==> config.mk <==
export PLATFORM = sky130hd
export DESIGN_NAME = mem_access_unit
export DESIGN_NICKNAME = d
export VERILOG_FILES = /design/src/rtl/mem_acc_pkg.sv /design/src/rtl/mem_lane_fmt.sv /design/src/rtl/mem_access_unit.sv
export SDC_FILE = /design/constraint.sdc
export NUM_CORES = 1
export LEC_CHECK = 0
export CORE_MARGIN = 3
export CORE_UTILIZATION = 45
export DETAILED_ROUTE_END_ITERATION = 8
export PLACE_DENSITY = 0.8
export REMOVE_ABC_BUFFERS = 1
export SYNTH_ARGS = -nofsm -noshare
export SYNTH_HDL_FRONTEND = slang
export SYNTH_SLANG_ARGS = --single-unit
==> constraint.sdc <==
create_clock -name clk -period 2.81 [get_ports clk]
set_input_delay 0.562 -clock clk [delete_from_list [all_inputs] [get_ports clk]]
set_output_delay 0.562 -clock clk [all_outputs]
set_load 0.02 [all_outputs]
==> src/rtl/mem_acc_pkg.sv <==
// Shared encodings for the memory access unit: access size codes and FSM states.
package mem_acc_pkg;

  localparam logic [1:0] SZ_BYTE = 2'b00;
  localparam logic [1:0] SZ_HALF = 2'b01;
  localparam logic [1:0] SZ_WORD = 2'b10;
  localparam logic [1:0] SZ_ILL  = 2'b11;

  typedef enum logic [2:0] {
    IDLE  = 3'd0,
    LOAD  = 3'd1,
    READ  = 3'd2,
    WRITE = 3'd3,
    RESP  = 3'd4
  } state_t;

endpackage

==> src/rtl/mem_lane_fmt.sv <==
// Little-endian lane formatting: extracts/extends a load lane from a memory
// word and merges byte/half store data into a memory word.
module mem_lane_fmt
  import mem_acc_pkg::*;
(
  input  logic [31:0] word_i,
  input  logic [1:0]  offset_i,
  input  logic [1:0]  size_i,
  input  logic        sign_i,
  input  logic [31:0] wdata_i,
  output logic [31:0] load_o,
  output logic [31:0] merge_o
);

  logic [7:0]  byte_sel;
  logic [15:0] half_sel;

  // Select the addressed lane and build both the extended load value and the merged store word.
  always_comb begin
    byte_sel = word_i[{offset_i, 3'b000} +: 8];
    half_sel = offset_i[1] ? word_i[31:16] : word_i[15:0];

    load_o = word_i;
    case (size_i)
      SZ_BYTE: load_o = {{24{sign_i & byte_sel[7]}}, byte_sel};
      SZ_HALF: load_o = {{16{sign_i & half_sel[15]}}, half_sel};
      default: load_o = word_i;
    endcase

    merge_o = word_i;
    case (size_i)
      SZ_BYTE: merge_o[{offset_i, 3'b000} +: 8] = wdata_i[7:0];
      SZ_HALF: begin
        if (offset_i[1]) merge_o[31:16] = wdata_i[15:0];
        else             merge_o[15:0]  = wdata_i[15:0];
      end
      default: merge_o = wdata_i;
    endcase
  end

endmodule

==> src/rtl/mem_access_unit.sv <==
// Single-outstanding load/store unit in front of a word-wide memory with
// combinational read and falling-edge write. Byte/half stores use read-modify-write.
module mem_access_unit
  import mem_acc_pkg::*;
#(
  parameter int MEM_WORDS = 1024
) (
  input  logic        clk,
  input  logic        reset,
  input  logic        req_valid,
  output logic        req_ready,
  input  logic        req_we,
  input  logic [1:0]  req_size,
  input  logic        req_sign,
  input  logic [31:0] req_addr,
  input  logic [31:0] req_wdata,
  output logic        resp_valid,
  input  logic        resp_ready,
  output logic [31:0] resp_rdata,
  output logic        resp_err,
  output logic [31:0] mem_addr,
  output logic [31:0] mem_wdata,
  output logic        mem_we,
  input  logic [31:0] mem_rdata
);

  localparam logic [31:0] MEM_WORDS_W = 32'(MEM_WORDS);

  state_t      state_q, state_d;
  logic [31:0] addr_q, addr_d;
  logic [1:0]  size_q, size_d;
  logic        sign_q, sign_d;
  logic        we_q, we_d;
  logic [31:0] wdata_q, wdata_d;
  logic [31:0] rdata_q, rdata_d;
  logic        err_q, err_d;

  logic        req_err;
  logic        mem_we_raw;
  logic [31:0] fmt_load;
  logic [31:0] fmt_merge;

  mem_lane_fmt u_fmt (
    .word_i   (mem_rdata),
    .offset_i (addr_q[1:0]),
    .size_i   (size_q),
    .sign_i   (sign_q),
    .wdata_i  (wdata_q),
    .load_o   (fmt_load),
    .merge_o  (fmt_merge)
  );

  // Classify the incoming request: illegal size, misalignment, or word index past the memory.
  always_comb begin
    req_err = ({2'b00, req_addr[31:2]} >= MEM_WORDS_W);
    case (req_size)
      SZ_HALF: if (req_addr[0])        req_err = 1'b1;
      SZ_WORD: if (|req_addr[1:0])     req_err = 1'b1;
      SZ_ILL:                          req_err = 1'b1;
      default: ;
    endcase
  end

  // Next-state and output decode; memory bus is idle (zero) outside LOAD/READ/WRITE.
  always_comb begin
    state_d    = state_q;
    addr_d     = addr_q;
    size_d     = size_q;
    sign_d     = sign_q;
    we_d       = we_q;
    wdata_d    = wdata_q;
    rdata_d    = rdata_q;
    err_d      = err_q;
    req_ready  = 1'b0;
    resp_valid = 1'b0;
    resp_rdata = 32'd0;
    resp_err   = 1'b0;
    mem_addr   = 32'd0;
    mem_wdata  = 32'd0;
    mem_we_raw = 1'b0;
    case (state_q)
      IDLE: begin
        req_ready = 1'b1;
        if (req_valid) begin
          addr_d  = req_addr;
          size_d  = req_size;
          sign_d  = req_sign;
          we_d    = req_we;
          wdata_d = req_wdata;
          rdata_d = 32'd0;
          err_d   = req_err;
          if (req_err)                state_d = RESP;
          else if (!req_we)           state_d = LOAD;
          else if (req_size == SZ_WORD) state_d = WRITE;
          else                        state_d = READ;
        end
      end
      LOAD: begin
        mem_addr = {addr_q[31:2], 2'b00};
        rdata_d  = fmt_load;
        state_d  = RESP;
      end
      READ: begin
        mem_addr = {addr_q[31:2], 2'b00};
        wdata_d  = fmt_merge;
        state_d  = WRITE;
      end
      WRITE: begin
        mem_addr   = {addr_q[31:2], 2'b00};
        mem_wdata  = wdata_q;
        mem_we_raw = 1'b1;
        state_d    = RESP;
      end
      RESP: begin
        resp_valid = 1'b1;
        resp_rdata = we_q ? 32'd0 : rdata_q;
        resp_err   = err_q;
        if (resp_ready) state_d = IDLE;
      end
      default: state_d = IDLE;
    endcase
  end

  // Reset must also kill a write already on the bus before the falling edge.
  assign mem_we = mem_we_raw & ~reset;

  // State and request registers; reset clears everything so an aborted request leaves no trace.
  always_ff @(posedge clk) begin
    if (reset) begin
      state_q <= IDLE;
      addr_q  <= 32'd0;
      size_q  <= 2'd0;
      sign_q  <= 1'b0;
      we_q    <= 1'b0;
      wdata_q <= 32'd0;
      rdata_q <= 32'd0;
      err_q   <= 1'b0;
    end else begin
      state_q <= state_d;
      addr_q  <= addr_d;
      size_q  <= size_d;
      sign_q  <= sign_d;
      we_q    <= we_d;
      wdata_q <= wdata_d;
      rdata_q <= rdata_d;
      err_q   <= err_d;
    end
  end

endmodule

==> results of run 1 <==
## worst paths after layout
kind	from	end	slack [ns]	cells past startpoint
worst max-delay path	state_q[0]	mem_wdata[6]	0.14	5
worst min register to register	addr_q[16]	addr_q[16]	0.45	2
worst max register to register	state_q[1]	wdata_q[10]	0.53	5
worst min-delay path	addr_q[16]	addr_q[16]	0.45	2
## cell type report
type                            count  area [um^2]  share of cell area, %
Inverter                           26         97.6                   1.14
Clock buffer                       10          239                   2.79
Multi-Input combinational cell    550         3560                   41.5
Timing Repair Buffer              228         2310                   27.0
Tap cell                          172          215                   2.51
Clock inverter                      6         67.6                  0.788
Sequential cell                   104         2080                   24.3
## critical path, delay by kind of cell (launching register included)
family,cells,cell delay (ns)
buf+inv,3,1.01
simple gates,2,0.40
flops,1,0.34
## registers in the layout, summed over array words and instances (netlist names)
register  flops
size_q        2
sign_q        1
err_q         1
wdata_q      32
we_q          1
rdata_q      32
addr_q       32
state_q       3
## timing repair
action	4_1_cts	5_1_grt
endpoints found under the setup margin	19	38
gates resized for setup	1	39
cloned	0	1
endpoints found under the hold margin	0	0
setup buffers	0	0
## power groups by stage
| stage | clock, mW | combinational, mW | sequential, mW |
|---|---|---|---|
| after floorplan | 0 | 0.463 | 1.69 |
| after global placement | 0 | 0.880 | 1.68 |
| after detailed placement | 0 | 0.895 | 1.69 |
| after CTS | 1.32 | 0.901 | 1.65 |
| after global routing | 1.38 | 1.01 | 1.67 |
| final | 1.29 | 0.922 | 1.65 |
## cell families (layout without fill, tap and decap cells)
logic type / Yosys count / after routing / synth area share [%]
AND/OR/NAND/NOR: 289 / 289 / 25.4
multiplexers: 31 / 31 / 5.71
AO/OA/AOI/OAI: 220 / 220 / 25.5
flip-flops: 104 / 104 / 34.3
adder cells (fa/ha/maj): 8 / 8 / 1.65
buffers and inverters: 95 / 270 / 7.28
other: 1 / 2 / 0.0618
## layout by cell type, fill, tap and decap left out, types with 21 or more instances in the layout
cell                              instances
sky130_fd_sc_hd__dfxtp_1                103
sky130_fd_sc_hd__buf_4                   23
sky130_fd_sc_hd__and2_1                  64
sky130_fd_sc_hd__a21oi_1                 80
sky130_fd_sc_hd__clkdlybuf4s50_1        168
sky130_fd_sc_hd__nand2_1                100
sky130_fd_sc_hd__nand2b_1                21
sky130_fd_sc_hd__and3_1                  33
sky130_fd_sc_hd__o2bb2ai_1               22
sky130_fd_sc_hd__inv_1                   25
sky130_fd_sc_hd__dlymetal6s2s_1          32
sky130_fd_sc_hd__nor2_1                  27
## per-layer routing
| layer | vias up | share of wire, % |
|---|---|---|
| met4 | 0 | 2.6 |
| met1 | 2936 | 43 |
| met3 | 40 | 8.4 |
| li1 | 2986 | - |
| met2 | 303 | 46 |
| met5 | - | 0 |
==> impl.org, run 1 <==
** Status
- Outcome :: completed

** Hold path
- The worst hold path belongs to the class reg2reg.

** Clock tree
- Clk_lat worst skew :: 0.35 ns
- CTS root buffer :: sky130_fd_sc_hd__clkbuf_16
- Hold-fix buffers, CTS :: 0
- After clock tree synthesis, the clock-pin slew on the worst setup and hold paths is 0.07 ns.
- The number of clock buffers added by TritonCTS is 9.
- The clock tree synthesis step divided the H-tree into 3 levels.
- TritonCTS clock tree :: yes
- TritonCTS Sinks :: 104
- The clock passes through at most 2 buffers.

** Route
- Total via count in the routed design :: 6,265
- Dividing the detail-routed wire length by the instance count gives 18.5 um.
- Routed Wire Length :: 20.3 mm
- Number of iterations in the first detailed-routing pass :: 6
- The count of nets left with antenna violations once routing finished came out at 0.
- Number of violations reported at the end of detailed-routing iteration 0 :: 662
- Avg Vias per Cell :: 5.72
- In the routed design, unresolved DRC markers number 0.

** Synth
- By area the synthesized netlist is led by sky130_fd_sc_hd__dfxtp_1, sky130_fd_sc_hd__a21oi_1, sky130_fd_sc_hd__and2_1.
- Post-synth EDFFs :: 0
- Proportion of synthesized chip area in sequential cells :: 34.3%
- Top post-synthesis cells by count :: sky130_fd_sc_hd__dfxtp_1, sky130_fd_sc_hd__nand2_1, sky130_fd_sc_hd__a21oi_1, sky130_fd_sc_hd__and2_1, sky130_fd_sc_hd__clkbuf_1
- Summed over its instances, the top area cell type makes up 34.3% of the synthesized netlist area.
- Synthesis handed over a netlist of 748 instances.
- Yosys warning count :: 0
- In this run, synthesis produced a sequential element count of 104.
- Most common cell in the netlist :: sky130_fd_sc_hd__dfxtp_1
- The largest total area in the synthesized netlist belongs to sky130_fd_sc_hd__dfxtp_1.
- Post-synthesis instance area :: 0.00607 mm^2
- Count of unique library cells instantiated by Yosys :: 59
- Share of synthesized registers carrying an async set or reset :: 0%
- Avg Cell Area, Syn :: 8.11 um^2
- Main flop type after synthesis :: sky130_fd_sc_hd__dfxtp_1

** Timing
- After layout, the worst path uses 94.9% of the clock period.
- Worst slew pin tran :: 0.620 ns
- Adding up every negative setup slack in the final design gives 0 ns.
- Hold is met by 0.449 ns.
- The number of endpoints with negative hold slack in the final report came to 0.
- RSZ-0062 raised after global routing :: no
- Final count of pins violating max slew :: 0
- For the finished layout, the period the worst path requires is 2.67 ns.
- The worst path meets setup with 0.145 ns of slack.
- Top achievable clock speed :: 375 MHz
- Setup violations remaining at the end of the flow were counted as 0.
- Slew headroom :: 58.1%
- Worst setup skew after layout :: 0.00657 ns

** Die
- Die outline area :: 0.0149 mm^2
- Number of top-level pins :: 204
- Effective utilization at floorplan :: 47.1%
- Standard cell core area :: 0.0129 mm^2
- Die extent in y :: 122 um
- Horiz. Die Dim :: 122 um
- In this run the core area contains 41 standard-cell rows.

** Pwr
- For this design the static power due to leakage is 3.82 nW.
- Part of the total power dissipated in the clock network :: 33.4%
- Power per Cell Area :: 451 mW/mm^2
- The internal power of the cells totals 2.71 mW.
- Fraction of power consumed by sequential logic :: 42.7%
- Net switching fraction of the power :: 30.0%
- Comb pwr share :: 23.8%
- Peak supply drop :: 0.000367 V
- Power Total :: 3.87 mW
- Net switching power of the design :: 1.16 mW

** Global routing
- Leftover overflow at the end of global routing :: 0
- Global routing consumed, on the met1 layer, 35.9% of the routing resources.
- Wire length of the first global-routing pass :: 30.6 mm
- Overall global routing resource usage :: 26.2%
- Global-route track usage on met3 :: 7.20%
- Initial antenna violation count :: 0
- Layer with the highest usage :: met2
- GR met2 Demand/Resource :: 40.3%
- Entering global routing, the biggest net connects 55 pins.
- Number of global-route vias before repair :: 5,719

** Layout
- 0 antenna diodes ended up in the layout.
- For this run, the post-layout net count is 1,031.
- Counting the fill cells in the layout gives 1,080.
- Area growth syn-to-layout :: 41.4%
- After the flow finishes, the layout carries non-filler instances totaling 1,096.
- Final std cell area, no fill :: 0.00858 mm^2
- Fraction of the core area covered by cells at the end of the flow :: 66.6%
- Proportion of layout cells with a drive suffix above 1 :: 8.55%

** Flow run
- Max-cap violations :: 0

** Worst setup path
- Critical path launch point type :: flop
- In this run the worst path has a maximum fanout of 32.
- The largest single stage delay on the critical path is 0.61 ns.
- CP Class :: reg2out
- Data required, critical path :: 2.25 ns
- Critical Path End Type :: primary output
- Data arrival time of the critical path :: 2.10 ns
- Slowest stage cell on the critical path :: sky130_fd_sc_hd__clkdlybuf4s50_1
- Cells along the critical path :: buf_4 > nor2b_2 > buf_6 > and3_1 > clkdlybuf4s50_1

** Place
- Number of buffers added on ports :: 201
- Detailed placement ended at an HPWL of 14.6 mm.
- Placer Congestion :: 0.951
- At the placement stage, the worst setup path has a slack of 0.385 ns.
- Cell count after placement :: 1,079
- Instance area after placement :: 0.00816 mm^2
Note: power is estimated with default switching activity, not from simulation.
==> inputs of run 2 (changes only) <==
--- a/config.mk
+++ b/config.mk
@@ -7,6 +7,7 @@
 export LEC_CHECK = 0
 export CORE_MARGIN = 3
 export CORE_UTILIZATION = 45
+export CTS_CLUSTER_SIZE = 10
 export DETAILED_ROUTE_END_ITERATION = 8
 export PLACE_DENSITY = 0.8
 export REMOVE_ABC_BUFFERS = 1
==> results of run 2 <==
Final layout, timing and power as in run 1 (identical DEF).
==> inputs of run 3 (changes only) <==
--- a/config.mk
+++ b/config.mk
@@ -9,7 +9,7 @@
 export CORE_UTILIZATION = 45
 export CTS_CLUSTER_SIZE = 10
 export DETAILED_ROUTE_END_ITERATION = 8
-export PLACE_DENSITY = 0.8
+export PLACE_DENSITY = 0.84
 export REMOVE_ABC_BUFFERS = 1
 export SYNTH_ARGS = -nofsm -noshare
 export SYNTH_HDL_FRONTEND = slang
==> constraint.sdc (replaced) <==
create_clock -name clk -period 2.8 [get_ports clk]
set_input_delay 0.56 -clock clk [delete_from_list [all_inputs] [get_ports clk]]
set_output_delay 0.56 -clock clk [all_outputs]
set_load 0.02 [all_outputs]
==> impl.org, run 3 (synthesized netlist as in run 1, its figures left out) <==
** Status
- Outcome :: completed (unchanged)

** Flow run
- Max-cap violations :: 0 (unchanged)

** Place
- The final estimated routing congestion in global placement was 0.932 (was 0.951).
- The cell area after placement came to 0.00819 mm^2 (was 0.00816 mm^2).
- The half-perimeter wire length after detailed placement came to 14.8 mm (was 14.6 mm).
- The number of port buffers is 201 (unchanged).

** Route
- The first-pass iteration count of the detailed router was 6 (unchanged).
- Total via count in the routed design :: 6,348 (was 6,265)
- The post-detailed-route wirelength per cell was 18.7 um (was 18.5 um).
- Number of violations reported at the end of detailed-routing iteration 0 :: 640 (was 662)
- Routed Wire Length :: 20.5 mm (was 20.3 mm)
- Avg Vias per Cell :: 5.78 (was 5.72)
- Number of antenna-violating nets in the routed design :: 0 (unchanged)
- The final routed DRC violation total is 0 (unchanged).

** Timing
- The worst path in the final design needs a cycle of 2.69 ns, including I/O delays and setup.
- In the finished design, the share of the clock period the worst path needs comes to 95.9%.
- Static timing analysis puts the maximum clock frequency at 372 MHz.
- RSZ-0062 raised after global routing: no (unchanged).
- Final number of hold-violating endpoints :: 0 (unchanged)
- The worst clock skew is 0.00533 ns (was 0.00657 ns).
- The actual transition at the worst max-transition pin is 0.742 ns (was 0.620 ns).
- Final count of pins violating max slew :: 0 (unchanged)
- The sum of negative setup slack was 0 ns (unchanged).
- Setup violation total in the final timing report :: 0 (unchanged)
- The worst max-slew margin expressed relative to the limit was 50.5% (was 58.1%).

** Global routing
- Number of global-route vias before repair :: 5,916 (was 5,719)
- The global-route wire length before repair is 31.8 mm (was 30.6 mm).
- Overall global routing resource usage :: 27.1% (was 26.2%)
- Leftover overflow at the end of global routing :: 0 (unchanged)
- The number of antenna violations at the first check in global routing is 0 (unchanged).
- Maximum number of pins on one net before global-route repair :: 64 (was 55)

** Layout
- The layout net count came to 1,033 (was 1,031).
- The number of diodes added for antenna fixing is 0 (unchanged).
- The final instance area came to 0.00846 mm^2 (was 0.00858 mm^2).
- Leading cell type in the layout, fill and taps excluded :: sky130_fd_sc_hd__clkdlybuf4s50_1 (unchanged)
- Commonest cells after routing, fill and taps aside :: sky130_fd_sc_hd__clkdlybuf4s50_1, sky130_fd_sc_hd__dfxtp_1, sky130_fd_sc_hd__nand2_1, sky130_fd_sc_hd__a21oi_1, sky130_fd_sc_hd__and2_1 (unchanged)
- Proportion of layout cells with a drive suffix above 1 :: 8.64% (was 8.55%)
- Area growth syn-to-layout :: 39.5% (was 41.4%)
- Registers with the most flip-flops :: addr_q: 32 flops, rdata_q: 32 flops, wdata_q: 32 flops (unchanged)

** Pwr
- The portion of total power attributed to sequential cells is 43.6% (was 42.7%).
- Leakage power of the design :: 3.40 nW (was 3.82 nW)
- The total net switching power is 1.15 mW (was 1.16 mW).
- Comb pwr share :: 24.4% (was 23.8%)
- Part of the total power dissipated in the clock network :: 32.0% (was 33.4%)
- The design internal power was 2.67 mW (was 2.71 mW).
- The peak supply drop came to 0.000254 V (was 0.000367 V).
- Net switching fraction of the power :: 30.1% (was 30.0%)
- Power per Cell Area :: 452 mW/mm^2 (was 451 mW/mm^2)

** Worst setup path
- The arrival time reported for the critical path endpoint is 2.13 ns (was 2.10 ns).
- The classification of the worst setup path was reg2out (unchanged).
- Critical Path End Type :: primary output (unchanged)
- The maximum fanout count along the critical path came to 44 (was 32).
- Critical path launch point type :: flop (unchanged)
- Data required, critical path :: 2.24 ns (was 2.25 ns)

** Clock tree
- The maximum clock path buffer count was 2 (unchanged).
- Clock-pin slew reported for the worst setup and hold paths after clock tree synthesis :: 0.07 ns (about the same)
- TritonCTS Sinks :: 104 (unchanged)
- The count of H-tree levels built during CTS came to 3 (unchanged).
- Hold-fix buffers, CTS :: 0 (unchanged)
- CTS root buffer :: sky130_fd_sc_hd__clkbuf_16 (unchanged)
- The clock latency at the later pin of the worst-skew pair was 0.35 ns (about the same).
- The number of buffers inserted during clock tree synthesis is 9 (unchanged).
- TritonCTS clock tree :: yes (unchanged)

** Die
- Die extent in y :: 122 um (unchanged)
- The count of standard-cell rows came to 41 (unchanged).
- The area of the core is 0.0129 mm^2 (unchanged).
- The area of the die came to 0.0149 mm^2 (unchanged).
- Number of top-level pins :: 204 (unchanged)
- Effective utilization at floorplan :: 47.1% (unchanged)
- The die span in x came to 122 um (unchanged).

** Hold path
- Type of the tightest min-delay check :: reg2reg (unchanged)
## run 3: cell count changes in the layout (fill, tap and decap cells not counted), sizes merged, moves of 2 or more
cell and change:
buf +2, clkbuf +3, clkinvlp -2, dlygate4sd2 +31
dlymetal6s2s -31
## run 3: area by class of cell
type | instances | area [um^2]
multi-input cells | 550 | 3560
flip-flops and latches | 104 | 2080
clock inverters | 3 | 15.0
inverters | 26 | 97.6
repair buffers | 230 | 2220
well taps | 172 | 215
fillers | 1063 | 4410
clock buffers | 13 | 270
## run 3: worst paths after layout
path | startpoint | to | slack, ns | depth (start not counted)
worst min register to register | addr_q[20] | addr_q[20] | 0.45 | 2
worst min-delay path | addr_q[20] | addr_q[20] | 0.45 | 2
worst max register to register | addr_q[0] | wdata_q[21] | 0.33 | 6
worst max-delay path | state_q[1] | mem_we | 0.11 | 4
## run 3: critical path, stage by stage (launching register included)
cell	delay, ns
sky130_fd_sc_hd__dfxtp_1	0.36
sky130_fd_sc_hd__buf_4	0.35
sky130_fd_sc_hd__inv_1	0.11
sky130_fd_sc_hd__nor3b_1	0.27
sky130_fd_sc_hd__clkdlybuf4s50_1	0.68
## run 3: through the flow
step / worst slack (ns) / total power, mW / utilization, % / instances / hold slack [ns]
after floorplan: 0.105 / 2.16 / - / 680 / 0.421
after global placement: 0.360 / 2.58 / 63.6 / 1081 / 0.436
after detailed placement: 0.266 / 2.59 / 63.6 / 1081 / 0.442
after CTS: 0.000294 / 3.82 / 65.7 / 1098 / 0.451
after global routing: 0.0212 / 4.00 / 65.7 / 1098 / 0.463
final: 0.115 / 3.82 / 65.7 / 1098 / 0.449
## run 3: power by group through the flow
stage	Clock, mW	Combinational, mW	Sequential [mW]
6_report	1.22	0.931	1.67
3_3_place_gp	0	0.882	1.69
4_1_cts	1.24	0.919	1.66
5_1_grt	1.31	1.01	1.68
3_5_place_dp	0	0.899	1.69
2_1_floorplan	0	0.464	1.69
## run 3: per-layer routing
layer | vias up | global-route usage, % | part of all wire, %
met5 | - | 0 | 0
met4 | 0 | 11.5 | 3.4
met3 | 45 | 5.15 | 8.6
met2 | 309 | 43.2 | 47
met1 | 2995 | 36.0 | 41
li1 | 2999 | - | -
## run 3: timing repair
item                                    in CTS  in global routing
endpoints found under the hold margin        0                  0
endpoints found under the setup margin      32                  3
buffers inserted                             0                  0
cloned                                       1                  0
gates resized for setup                     36                  3
